<file path="src/rtl/input_buffer_writer_if.sv">
// input_buffer_writer_if: serial bit stream, bank read port and write status for input_buffer_writer
interface input_buffer_writer_if;
  logic waddr_rst_i;
  logic bit_vld_i;
  logic bit_i;
  logic [3:0] rdata_regnum_i;
  logic [2:0] rdata_regbit_i;
  logic rdata_bit_o;
  logic [3:0] wr_regnum_o;
  logic [2:0] wr_regbit_o;
  logic byte_done_o;
  logic full_o;
  logic overflow_o;
  modport master(
    output waddr_rst_i, bit_vld_i, bit_i, rdata_regnum_i, rdata_regbit_i,
    input rdata_bit_o, wr_regnum_o, wr_regbit_o, byte_done_o, full_o, overflow_o
  );
  modport slave(
    input waddr_rst_i, bit_vld_i, bit_i, rdata_regnum_i, rdata_regbit_i,
    output rdata_bit_o, wr_regnum_o, wr_regbit_o, byte_done_o, full_o, overflow_o
  );
endinterface

</file>
<file path="src/rtl/input_buffer_writer.sv">
// input_buffer_writer: packs an MSB-first bit stream into bytes stored in a register bank with a registered bit read port
// Ports: SYS_CLK clock, SYS_NRST async active-low reset, bus (slave) carries bit stream in,
// write pointer reset, bank read address/data and write status (regnum, regbit, byte_done, full, overflow).
module input_buffer_writer #(
  parameter int NUM_REG = 16
) (
  input logic SYS_CLK,
  input logic SYS_NRST,
  input_buffer_writer_if.slave bus
);
  typedef enum logic [1:0] {IDLE, RECV, FULL} state_t;
  localparam logic [3:0] LAST = 4'(NUM_REG - 1);
  localparam logic [4:0] NREG = 5'(NUM_REG);
  state_t st, st_nx;
  logic [6:0] shift;
  logic [7:0] bank [16];
  logic [3:0] regnum;
  logic [2:0] regbit;
  logic accept, commit, byte_done, overflow, rdata;
  always_ff @(posedge SYS_CLK or negedge SYS_NRST)
    if (!SYS_NRST) st <= IDLE;
    else st <= st_nx;
  // pointer reset wins over a same-cycle bit; bits arriving while FULL are dropped
  always_comb begin
    accept = bus.bit_vld_i && !bus.waddr_rst_i && st != FULL;
    commit = accept && st == RECV && regbit == 3'd0;
    st_nx = bus.waddr_rst_i ? IDLE :
            (st == IDLE && accept) ? RECV :
            commit ? (regnum == LAST ? FULL : IDLE) : st;
  end
  always_ff @(posedge SYS_CLK or negedge SYS_NRST)
    if (!SYS_NRST) begin
      regnum <= '0;
      regbit <= 3'd7;
      shift <= '0;
      byte_done <= 1'b0;
      overflow <= 1'b0;
      rdata <= 1'b0;
      for (int i = 0; i < 16; i++) bank[i] <= '0;
    end else begin
      byte_done <= commit;
      rdata <= ({1'b0, bus.rdata_regnum_i} < NREG) && bank[bus.rdata_regnum_i][bus.rdata_regbit_i];
      if (commit) bank[regnum] <= {shift, bus.bit_i};
      if (bus.waddr_rst_i) begin
        regnum <= '0;
        regbit <= 3'd7;
        shift <= '0;
        overflow <= 1'b0;
      end else begin
        if (accept) regbit <= regbit - 3'd1;
        if (accept) shift <= {shift[5:0], bus.bit_i};
        if (commit && regnum != LAST) regnum <= regnum + 4'd1;
        if (st == FULL && bus.bit_vld_i) overflow <= 1'b1;
      end
    end
  always_comb begin
    bus.full_o = st == FULL;
    bus.wr_regnum_o = regnum;
    bus.wr_regbit_o = regbit;
    bus.byte_done_o = byte_done;
    bus.overflow_o = overflow;
    bus.rdata_bit_o = rdata;
  end
endmodule

</file>
<file path="src/flat_wrapper.sv">
// flat-port wrapper written by rule: the top's interface ports become plain ports
module input_buffer_writer_flat 
#(
  parameter int NUM_REG = 16
)
  (SYS_CLK, SYS_NRST, bus_waddr_rst_i, bus_bit_vld_i, bus_bit_i, bus_rdata_regnum_i, bus_rdata_regbit_i, bus_rdata_bit_o, bus_wr_regnum_o, bus_wr_regbit_o, bus_byte_done_o, bus_full_o, bus_overflow_o);
  input_buffer_writer_if bus_i ();
  input logic SYS_CLK;
  input logic SYS_NRST;
  input wire logic [$bits(bus_i.waddr_rst_i)-1:0] bus_waddr_rst_i;
  input wire logic [$bits(bus_i.bit_vld_i)-1:0] bus_bit_vld_i;
  input wire logic [$bits(bus_i.bit_i)-1:0] bus_bit_i;
  input wire logic [$bits(bus_i.rdata_regnum_i)-1:0] bus_rdata_regnum_i;
  input wire logic [$bits(bus_i.rdata_regbit_i)-1:0] bus_rdata_regbit_i;
  output wire logic [$bits(bus_i.rdata_bit_o)-1:0] bus_rdata_bit_o;
  output wire logic [$bits(bus_i.wr_regnum_o)-1:0] bus_wr_regnum_o;
  output wire logic [$bits(bus_i.wr_regbit_o)-1:0] bus_wr_regbit_o;
  output wire logic [$bits(bus_i.byte_done_o)-1:0] bus_byte_done_o;
  output wire logic [$bits(bus_i.full_o)-1:0] bus_full_o;
  output wire logic [$bits(bus_i.overflow_o)-1:0] bus_overflow_o;
  assign bus_i.waddr_rst_i = bus_waddr_rst_i;
  assign bus_i.bit_vld_i = bus_bit_vld_i;
  assign bus_i.bit_i = bus_bit_i;
  assign bus_i.rdata_regnum_i = bus_rdata_regnum_i;
  assign bus_i.rdata_regbit_i = bus_rdata_regbit_i;
  assign bus_rdata_bit_o = bus_i.rdata_bit_o;
  assign bus_wr_regnum_o = bus_i.wr_regnum_o;
  assign bus_wr_regbit_o = bus_i.wr_regbit_o;
  assign bus_byte_done_o = bus_i.byte_done_o;
  assign bus_full_o = bus_i.full_o;
  assign bus_overflow_o = bus_i.overflow_o;
  input_buffer_writer #(.NUM_REG(NUM_REG)) u_core (.SYS_CLK(SYS_CLK), .SYS_NRST(SYS_NRST), .bus(bus_i));
endmodule
</file>
<file path="config.mk">
export PLATFORM = sky130hd
export DESIGN_NAME = input_buffer_writer_flat
export DESIGN_NICKNAME = d
export VERILOG_FILES = /design/src/rtl/input_buffer_writer_if.sv /design/src/rtl/input_buffer_writer.sv /design/src/flat_wrapper.sv
export SDC_FILE = /design/constraint.sdc
export NUM_CORES = 1
export LEC_CHECK = 0
export CAP_MARGIN = 20
export CORE_UTILIZATION = 40
export CTS_CLUSTER_SIZE = 24
export DETAILED_ROUTE_END_ITERATION = 6
export MAX_ROUTING_LAYER = met4
export PLACE_DENSITY = 0.65
export SKIP_LAST_GASP = 1
export SYNTH_ARGS = -nofsm -noshare
export SYNTH_HDL_FRONTEND = slang
export SYNTH_SLANG_ARGS = --single-unit
export TNS_END_PERCENT = 1
</file>
<file path="constraint.sdc">
create_clock -name SYS_CLK -period 2.2 [get_ports SYS_CLK]
set_input_delay 0.55 -clock SYS_CLK [delete_from_list [all_inputs] [get_ports SYS_CLK]]
set_output_delay 0.55 -clock SYS_CLK [all_outputs]
set_load 0.1 [all_outputs]
</file>
# Yosys cells after proc, flatten, opt, wreduce, memory -nomap -nowiden
# Index checks and enable logic that the tools add are counted.
# W data, S select, Z words.
totals:
  regBits: 147
  word_cells: 71
  output_inout_bits: 11
  in_bits: 12
classes:
  reduce_logical: 15
  magnitude_cmp: 4
  n_mux: 20
  n_eq_ne: 5
  n_addsub: 2
  bitwise_logic: 2
ops:
  columns: ["operator", "n"]
  rows:
  - ["$bwmux W128", 1]
  - ["$bmux W8 S4", 1]
  - ["$demux W8 S4", 1]
  - ["$mux W8", 3]
  - ["$mux W7", 2]
  - ["$ge A5 B5 Y1 const B", 2]
  - ["$not A4 Y5", 2]
  - ["$logic_and A1 B1 Y1", 8]
  - ["$mux W2", 4]
  - ["$mux W4", 2]
  - ["$mux W3", 2]
  - ["$reduce_bool A2 Y1", 3]
  - ["$lt A5 B1 Y1 const B", 1]
  - ["$add A4 B1 Y4 const B", 1]
  - ["$eq A4 B4 Y1 const B", 1]
  - ["$lt A3 B4 Y1 const B", 1]
  - ["$ne A4 B4 Y1 const B", 1]
  - ["$bmux W1 S3", 1]
  - ["$logic_not A3 Y1", 1]
  - ["$mux W1", 3]
  - ["$reduce_bool A3 Y1", 1]
  - ["$sub A3 B1 Y3 const B", 1]
  - ["$eq A2 B1 Y1 const B", 1]
  - ["$eq A2 B2 Y1 const B", 1]
  - ["other kinds (3)", 3]

# Depth between registers and ports, before layout
# Gate-level depths: netlist of run 1.
depth:
  ltp_word: 8
  depth_mapped: 8
  ltp_nobuf: 7

# Worst setup path before layout of run 1
# Ideal clock, no wire load.
synth_path:
  path_type: "reg2reg"
  start: "reg u_core.st[0]"
  end: "reg u_core.shift[0]"
  t_required_ps: 2058
  synth_period_minus_slack_ps: 2722
  arrival_time_ps: 2580
  path_stages_with_launch: 6
  path_slack_ps: -522
  setup_ps: 142
  n_path_buf: 1
  cell_sequence: "dfrtp_1 -> nor2b_1 -> nor2_1 -> clkbuf_1 -> nand2_1 -> o21ai_0"
synth_via:
  elab_chain_len: 3
synth_lines:
  columns: ["item", "line", "source"]
  rows:
  - ["start: declaration", "input_buffer_writer.sv:14", "state_t st, st_nx;"]
  - ["start signal: assignment", "input_buffer_writer.sv:22", "else st <= st_nx;"]
  - ["$ne A2 B2 Y1", "input_buffer_writer.sv:25", "accept = bus.bit_vld_i && !bus.waddr_rst_i && st != FULL;"]
  - ["$logic_and A1 B1 Y1", "input_buffer_writer.sv:25", null]
  - ["$reduce_bool A2 Y1 (no source line)", null, null]
  - ["end signal: assignment", "input_buffer_writer.sv:51", "if (accept) shift <= {shift[5:0], bus.bit_i};"]
  - ["end: declaration", "input_buffer_writer.sv:15", "logic [6:0] shift;"]
# No other way between the ends.
# A chain may end at the register's enable or synchronous reset.

# Worst setup path in the final report of run 1
layout_path:
  start: "in bus_rdata_regnum_i[1]"
  end: "reg u_core.rdata, in the netlist u_core.bus.rdata_bit_o"
layout_via:
  elab_chain_len: 6
layout_lines:
  columns: ["item", "line", "source"]
  rows:
  - ["start: declaration", "flat_wrapper.sv:13", "input wire logic [$bits(bus_i.rdata_regnum_i)-1:0] bus_rdata_regnum_i;"]
  - ["$not A4 Y5 (not written as such)", "input_buffer_writer.sv:42", "rdata <= ({1'b0, bus.rdata_regnum_i} < NREG) && bank[bus.rdata_regnum_i][bus.rdata_regbit_i];"]
  - ["$bmux W8 S4", "input_buffer_writer.sv:42", null]
  - ["$mux W8 (not written as such) (2 in a row)", "input_buffer_writer.sv:42", null]
  - ["$bmux W1 S3", "input_buffer_writer.sv:42", null]
  - ["$mux W1 (not written as such)", "input_buffer_writer.sv:42", null]
  - ["end signal: assignment", "input_buffer_writer.sv:42", null]
  - ["end: declaration", "input_buffer_writer.sv:19", "logic accept, commit, byte_done, overflow, rdata;"]
# No other way between the ends. The select of a mux whose other input is x is not followed.

==> PnR_summary.wiki, run 1 <==
{| class="wikitable"
! Metric !! Value
|-
| Rel. slew slack || 54.72%
|-
| Synth Area in Simple Gates || 6.144%
|-
| Wire length of the first global-routing pass || 24780 um
|-
| Worst VDD drop || 669.1 uV
|-
| Category of the worst setup path launch point || primary input
|-
| Clk buf depth || 2
|-
| Average instance area after synthesis || 14.72 um2
|-
| Synth area leaders || sky130_fd_sc_hd__dfrtp_1, sky130_fd_sc_hd__mux2_2, sky130_fd_sc_hd__mux4_2, sky130_fd_sc_hd__mux4_1, sky130_fd_sc_hd__mux2i_1
|-
| Top cell types by occurrence after synthesis || sky130_fd_sc_hd__dfrtp_1, sky130_fd_sc_hd__mux2_2, sky130_fd_sc_hd__mux4_2, sky130_fd_sc_hd__nand3_1, sky130_fd_sc_hd__clkbuf_1
|-
| Number of cells in the finished layout apart from fillers || 745
|-
| Critical path buffers and inverters || 1
|-
| Cell with the most instances after synthesis || sky130_fd_sc_hd__dfrtp_1
|-
| Total Wirelength || 15030 um
|-
| Pwr Density || 766.0 mW/mm2
|-
| Synthesized-area fraction occupied by adder cells || 1.104%
|-
| Max Fclk || 487.0 MHz
|-
| Half-perimeter wire length of the detailed placement result || 9903 um
|-
| Final layout net count || 530
|-
| Result of the run || finished clean
|-
| Leak || 4.035 nW
|-
| Synth top area share || 52.98%
|-
| Clock transition at the registers of the reported paths || 0.06 ns
|-
| Worst Hold Class || in2async
|-
| Setup repair after global routing missed its margin || no
|-
| Area of the core || 0.01658 mm2
|-
| Final hold violation count || 0
|-
| Number of setup buffers added after CTS || 0
|-
| Endpoint arrival time on the critical path || 2.35 ns
|-
| Max H-tree Level || 4
|-
| Fin. max-slew vios || 0
|-
| Syn-to-layout area delta || 22.00%
|-
| Worst-Skew Late Latency || 0.43 ns
|-
| Crit share post-route || 93.34%
|-
| Place WS || -0.6038 ns
|-
| Post-synthesis cell count || 462
|-
| Residual overflow from global routing || 0
|-
| Main flop type after synthesis || sky130_fd_sc_hd__dfrtp_1
|-
| Routability cong. || 0.7647
|-
| # hold bufs at CTS || 0
|-
| Initial antenna violation count || 0
|-
| Count of warnings emitted by yosys || 0
|-
| Min Clock Period, post-route || 2.053 ns
|-
| Worst slew pin tran || 0.6793 ns
|-
| Worst EP required || 2.49 ns
|-
| Share of flip-flops with an asynchronous set or reset || 100.0%
|-
| Cts bufs inserted || 17
|-
| Clock tree from TritonCTS || yes
|-
| Worst Skew || 0.006184 ns
|-
| Post-layout total power || 6.356 mW
|-
| Die Footprint || 0.01753 mm2
|-
| Starting density of the core || 41.01%
|-
| Max Cap Violations || 0
|-
| Post-synthesis xor/xnor area fraction || 0.3863%
|-
| Worst slack on hold paths || 0.08700 ns
|-
| Number of flops mapped to enable cells by yosys || 0
|-
| Overall track demand over capacity in global routing || 19.68%
|-
| Via density per instance || 5.477
|-
| Register area share after synthesis || 54.14%
|-
| Iteration-0 DRC count of the detailed router || 270
|-
| Setup Viol. Count Final || 0
|-
| Critical path fanouts, max || 5
|-
| Number of distinct library cells after synthesis || 39
|-
| Highest cell delay on the worst timing path || 0.60 ns
|-
| Post-Syn Nets || 480
|-
| Compound-Gate Fraction of Synth Area || 1.913%
|-
| Dominant combinational cell family by area after synthesis || multiplexers
|-
| Fraction of synthesized area in multiplexers || 33.83%
|-
| Critical path's top delay family || multiplexers
|-
| Height of the die || 132.4 um
|-
| Number of placement rows || 47
|-
| Number of vias after detailed routing || 4080
|-
| Number of diodes || 0
|-
| Post-route antenna net violation count || 0
|-
| Share of post-route cells with drive strength above 1 || 46.10%
|-
| Number of global-route vias before repair || 4373
|-
| Crit Path Class || in2reg
|-
| Setup slack after layout || 0.1466 ns
|-
| Register bit total from synthesis || 147
|-
| Average detailed-routed wire length per instance || 20.18 um
|-
| Number of ports placed on the die boundary || 23
|-
| CTS sink count || 147
|-
| FILL cells || 1401
|-
| DRC violation count after routing || 0
|-
| 1st-pass router iterations || 5
|-
| Library cell used as clock root buffer || sky130_fd_sc_hd__clkbuf_16
|-
| Crit-path slowest cell || sky130_fd_sc_hd__mux4_1
|-
| Netlist area before placement || 0.006802 mm2
|-
| Pin count of the biggest net entering global routing || 55
|-
| Port bufs || 22
|-
| DP Cell Count || 713
|-
| Chain of cells forming the critical path || dlygate4sd2_1 -> mux4_1 -> mux4_2 -> a32oi_1 -> nand4_1
|-
| Critical path capture point type || register
|-
| Leading area contributor after synthesis || sky130_fd_sc_hd__dfrtp_1
|-
| Horiz. Die Dim || 132.4 um
|}
[path summary, 6_finish.rpt]
path / start / endpoint / slack [ns] / cells after the start
setup / recovery: bus_rdata_regnum_i[1] / u_core.bus.rdata_bit_o / 0.15 / 5
hold / removal: SYS_NRST / u_core.bus.byte_done_o / 0.09 / 1
setup reg to reg: u_core.bus.wr_regbit_o[0] / u_core.bank[5] / 0.23 / 8
hold reg to reg: u_core.bank[17] / u_core.bank[17] / 0.50 / 1
max in group asynchronous: SYS_NRST / u_core.bank[42] / 1.51 / 2
min in group SYS_CLK: u_core.bank[17] / u_core.bank[17] / 0.50 / 1
[layout make-up]
cell class / count / area [um2] / share of cell area, %
timing repair buffer: 60 / 679.4 / 8.188
inverter: 7 / 26.28 / 0.3166
tap: 220 / 275.3 / 3.317
clock inverter: 13 / 229.0 / 2.759
clock buffer: 19 / 452.9 / 5.458
sequential: 147 / 3682 / 44.38
multi-input combinational: 279 / 2953 / 35.59
[metrics by stage]
| stage | util (%) | area, um2 | TNS, ns |
|---|---|---|---|
| floorplan | - | 6804 | -2.138 |
| global placement | 45.90 | 7611 | -1.010 |
| detailed placement | 45.90 | 7611 | -3.117 |
| CTS | 50.02 | 8295 | 0 |
| global route | 50.04 | 8298 | 0 |
| finish | 50.04 | 8298 | 0 |
[routing by layer]
| metal | vias to the layer above | track usage [%] | share of wire [%] |
|---|---|---|---|
| met2 | 78 | 29.50 | 48 |
| met4 | 0 | 5.428 | 1.3 |
| met1 | 2172 | 26.52 | 46 |
| met3 | 15 | 5.075 | 4.7 |
| met5 | - | - | 0 |
| li1 | 1815 | - | - |
[where the power goes]
part / internal, mW / switching [mW]
logic: 0.114 / 0.185
registers: 2.72 / 0.0252
clock network: 2.18 / 1.13
[worst reg2reg max path: cells and delay by family, from the launching register on]
| kind | cells | cell delay [ns] |
|---|---|---|
| DFF | 1 | 0.58 |
| buffers and inverters | 3 | 0.48 |
| muxes | 1 | 0.37 |
| and+or+nand+nor | 3 | 0.24 |
| adders and majority gates | 1 | 0.19 |
[registers in the layout (all words and copies together), names as in the netlist]
register / count
u_core.bus.byte_done_o: 1
u_core.shift: 7
u_core.bus.overflow_o: 1
u_core.bank: 128
u_core.st: 2
u_core.bus.wr_regbit_o: 3
u_core.bus.wr_regnum_o: 4
u_core.bus.rdata_bit_o: 1
[cell usage in the layout, fill, tap and decap left out, types with 3 or more instances in the layout]
cell and n:
sky130_fd_sc_hd__a21oi_1 7, sky130_fd_sc_hd__buf_12 16, sky130_fd_sc_hd__buf_4 32, sky130_fd_sc_hd__bufinv_16 6, sky130_fd_sc_hd__clkbuf_16 17, sky130_fd_sc_hd__clkdlybuf4s50_1 7
sky130_fd_sc_hd__clkinvlp_4 4, sky130_fd_sc_hd__dfrtp_1 144, sky130_fd_sc_hd__dfstp_2 3, sky130_fd_sc_hd__ha_1 6, sky130_fd_sc_hd__inv_1 7, sky130_fd_sc_hd__mux2_2 128
sky130_fd_sc_hd__mux2i_1 9, sky130_fd_sc_hd__mux4_1 7, sky130_fd_sc_hd__mux4_2 26, sky130_fd_sc_hd__nand2_1 13, sky130_fd_sc_hd__nand2b_1 10, sky130_fd_sc_hd__nand3_1 17
sky130_fd_sc_hd__nand4_1 5, sky130_fd_sc_hd__nor2_1 13, sky130_fd_sc_hd__nor2b_1 5, sky130_fd_sc_hd__nor4_1 3, sky130_fd_sc_hd__o21ai_0 8
[what timing repair did]
action	CTS	global route
pin swaps	0	0
setup endpoints to repair	1	1
gates resized for setup	2	1
[cells by family after synthesis]
group / after synthesis
AO/OA/AOI/OAI: 22
XOR/XNOR: 3
adder cells (fa/ha/maj): 6
multiplexers: 170
flip-flops: 147
AND/OR/NAND/NOR: 78
buffers and inverters: 36
Power figures use the tool's default switching activity.
==> inputs of run 2 (changes only) <==
--- a/config.mk
+++ b/config.mk
@@ -11,6 +11,7 @@
 export DETAILED_ROUTE_END_ITERATION = 6
 export MAX_ROUTING_LAYER = met4
 export PLACE_DENSITY = 0.65
+export REMOVE_ABC_BUFFERS = 1
 export SKIP_LAST_GASP = 1
 export SYNTH_ARGS = -nofsm -noshare
 export SYNTH_HDL_FRONTEND = slang
==> run 2 against run 1 <==
  * Largest power group unchanged
  * Clock power fell by 16%
  * Combinational power decreased by 2%
  * Hold slack better by 0.011 ns
  * Non-clock buffer count rose by 2
==> PnR_summary.wiki, run 2 (synthesis gave the netlist of run 1 again) <==
{| class="wikitable"
! Metric !! Value
|-
| Result of the run || finished clean
|-
| Initial antenna violation count || 0 (unchanged)
|-
| Max Fclk || 478.2 MHz (-1.8%)
|-
| Utilization of the core after routing || 48.85% (-1.2 points)
|-
| Worst EP required || 2.48 ns (about the same)
|-
| Worst slack on hold paths || 0.09781 ns (+0.01081 ns)
|-
| Critical path fanouts, max || 6 (+1)
|-
| Most frequent standard cell in the layout excluding fill and tap cells || sky130_fd_sc_hd__dfrtp_1
|-
| Fin. max-slew vios || 0 (unchanged)
|-
| Number of placement rows || 47 (unchanged)
|-
| Via density per instance || 5.484 (+0.14%)
|-
| Starting density of the core || 41.01% (unchanged)
|-
| First element of the critical path || bus_rdata_regnum_i[1]
|-
| Post-layout total power || 5.815 mW (-8.5%)
|-
| Post-route antenna net violation count || 0 (unchanged)
|-
| Sum of negative setup slack || 0 ns (unchanged)
|-
| Number of global-route vias before repair || 4390 (+0.39%)
|-
| Min Clock Period, post-route || 2.091 ns (+0.03785 ns)
|-
| Total Wirelength || 14950 um (-0.53%)
|-
| Worst VDD drop || 554.1 uV (-17%)
|-
| Setup repair after global routing missed its margin || no
|-
| Iteration-0 DRC count of the detailed router || 247 (-8.5%)
|-
| Worst slew pin tran || 0.7342 ns (+0.05497 ns)
|-
| Final layout net count || 532 (+0.38%)
|-
| CTS sink count || 147 (unchanged)
|-
| Port bufs || 22 (unchanged)
|-
| Clock transition at the registers of the reported paths || 0.05 ns (about the same)
|-
| Final hold violation count || 0 (unchanged)
|-
| Number of diodes || 0 (unchanged)
|-
| Crit path capture || u_core.bus.rdata_bit_o
|-
| Average detailed-routed wire length per instance || 20.04 um (-0.66%)
|-
| Number of ports placed on the die boundary || 23 (unchanged)
|-
| Worst Skew || 0.006165 ns (-0.00001857 ns)
|-
| DP Cell Count || 715 (+0.28%)
|-
| Number of cells in the finished layout apart from fillers || 746 (+0.13%)
|-
| DRC violation count after routing || 0 (unchanged)
|-
| RR Startpoint || u_core.bus.wr_regbit_o[0]
|-
| Die Footprint || 0.01753 mm2 (unchanged)
|-
| Max Cap Violations || 0 (unchanged)
|-
| Rel. slew slack || 51.05% (-3.7 points)
|-
| Worst Reg2Reg Path Length in Cells || 8 (unchanged)
|-
| Horiz. Die Dim || 132.4 um (unchanged)
|-
| Number of vias after detailed routing || 4091 (+0.27%)
|-
| Residual overflow from global routing || 0 (unchanged)
|-
| Crit share post-route || 95.06% (+1.7 points)
|-
| Leak || 3.951 nW (-2.1%)
|-
| Endpoint arrival time on the critical path || 2.37 ns (+0.02 ns)
|-
| Pin count of the biggest net entering global routing || 58 (+5.5%)
|-
| Routed length on met1 || 6575 um (-5.6%)
|-
| 1st-pass router iterations || 4 (-1)
|-
| Critical path capture point type || register
|-
| Crit Path Class || in2reg
|-
| Pwr Density || 717.8 mW/mm2 (-6.3%)
|-
| Leading cell types in the layout, fill and taps excluded || sky130_fd_sc_hd__dfrtp_1, sky130_fd_sc_hd__mux2_2, sky130_fd_sc_hd__buf_4, sky130_fd_sc_hd__mux4_2
|-
| Max H-tree Level || 4 (unchanged)
|-
| Cts bufs inserted || 17 (unchanged)
|-
| Worst Hold Class || in2async
|-
| Layout Cell Area excl Fill || 0.008100 mm2 (-2.4%)
|-
| Reg2reg end || u_core.bank[66]
|-
| Largest register FFs || 128 (unchanged)
|-
| Uppermost signal routing layer after detailed routing || met4
|-
| Category of the worst setup path launch point || primary input
|-
| Wire length of the first global-routing pass || 24620 um (-0.64%)
|-
| Share of post-route cells with drive strength above 1 || 44.87% (-1.2 points)
|-
| Setup slack after layout || 0.1087 ns (-0.03785 ns)
|-
| Routed wl met3 || 627 um (-11%)
|-
| Height of the die || 132.4 um (unchanged)
|-
| Half-perimeter wire length of the detailed placement result || 10020 um (+1.2%)
|-
| Placement-stage cell area || 0.007536 mm2 (-0.99%)
|-
| Largest Register || u_core.bank
|-
| Clock tree from TritonCTS || yes
|-
| Place WS || -0.6079 ns (-0.004029 ns)
|-
| Setup Viol. Count Final || 0 (unchanged)
|-
| Syn-to-layout area delta || 19.09%
|-
| Overall track demand over capacity in global routing || 19.40% (-0.28 points)
|-
| Library cell used as clock root buffer || sky130_fd_sc_hd__clkbuf_16
|-
| Met2 Wirelength || 7605 um (+6.1%)
|-
| Worst-Skew Late Latency || 0.42 ns (about the same)
|-
| Clk buf depth || 2 (unchanged)
|-
| Area of the core || 0.01658 mm2 (unchanged)
|-
| Routability cong. || 0.7779 (+1.7%)
|-
| Setup slack, reg-to-reg || 0.22 ns (about the same)
|-
| # hold bufs at CTS || 0 (unchanged)
|}
==> run 2: cell types whose count changed in the layout (fill, tap and decap cells not counted), sizes merged <==
cell,previous run,this run
clkinv,2,3
clkbuf,19,26
clkdlybuf4s50,7,8
inv,8,7
bufinv,6,2
dlymetal6s2s,1,0
buf,51,53
clkinvlp,4,0
==> run 2: layer usage <==
layer / GRT usage [%] / vias to the layer above
met5: - / -
met4: 6.003 / 0
met3: 4.806 / 9
met2: 30.35 / 73
met1: 24.90 / 2193
li1: - / 1816
==> run 2: worst min-delay path by stage <==
stage	startpoint	to	slack [ns]
global route	SYS_NRST	u_core.bus.overflow_o	0.12
detailed placement	u_core.bank[10]	u_core.bank[10]	0.49
global placement	u_core.bank[73]	u_core.bank[73]	0.48
floorplan	SYS_NRST	u_core.bank[0]	0.25
finish	SYS_NRST	u_core.bus.overflow_o	0.1
CTS	SYS_NRST	u_core.bus.overflow_o	0.11
==> run 2: layout make-up <==
cell class / count / area [um2]
repair buffers: 62 / 600.6
fillers: 1437 / 8483
flip-flops and latches: 147 / 3682
well taps: 220 / 275.3
clock inverters: 5 / 75.07
inverters: 7 / 26.28
multi-input cells: 279 / 2952
clock buffers: 26 / 489.2
==> run 2: report_power, final <==
| part | switching, mW | leakage (nW) | total (mW) | internal [mW] |
|---|---|---|---|---|
| clock | 1.03 | 0.278 | 2.78 | 1.75 |
| sequential | 0.0259 | 2.04 | 2.74 | 2.72 |
| combinational | 0.184 | 1.63 | 0.293 | 0.109 |
==> run 2: critical path, cell delays in order <==
cell and delay, ns:
sky130_fd_sc_hd__dlygate4sd2_1 0.40, sky130_fd_sc_hd__mux4_1 0.60, sky130_fd_sc_hd__mux4_2 0.49, sky130_fd_sc_hd__a32oi_1 0.23, sky130_fd_sc_hd__nand4_1 0.10
==> run 2: timing repair <==
| item | 4_1_cts | 5_1_grt |
|---|---|---|
| endpoints found under the setup margin | 1 | 1 |
| setup buffers | 0 | 0 |
| gates resized for setup | 1 | 1 |
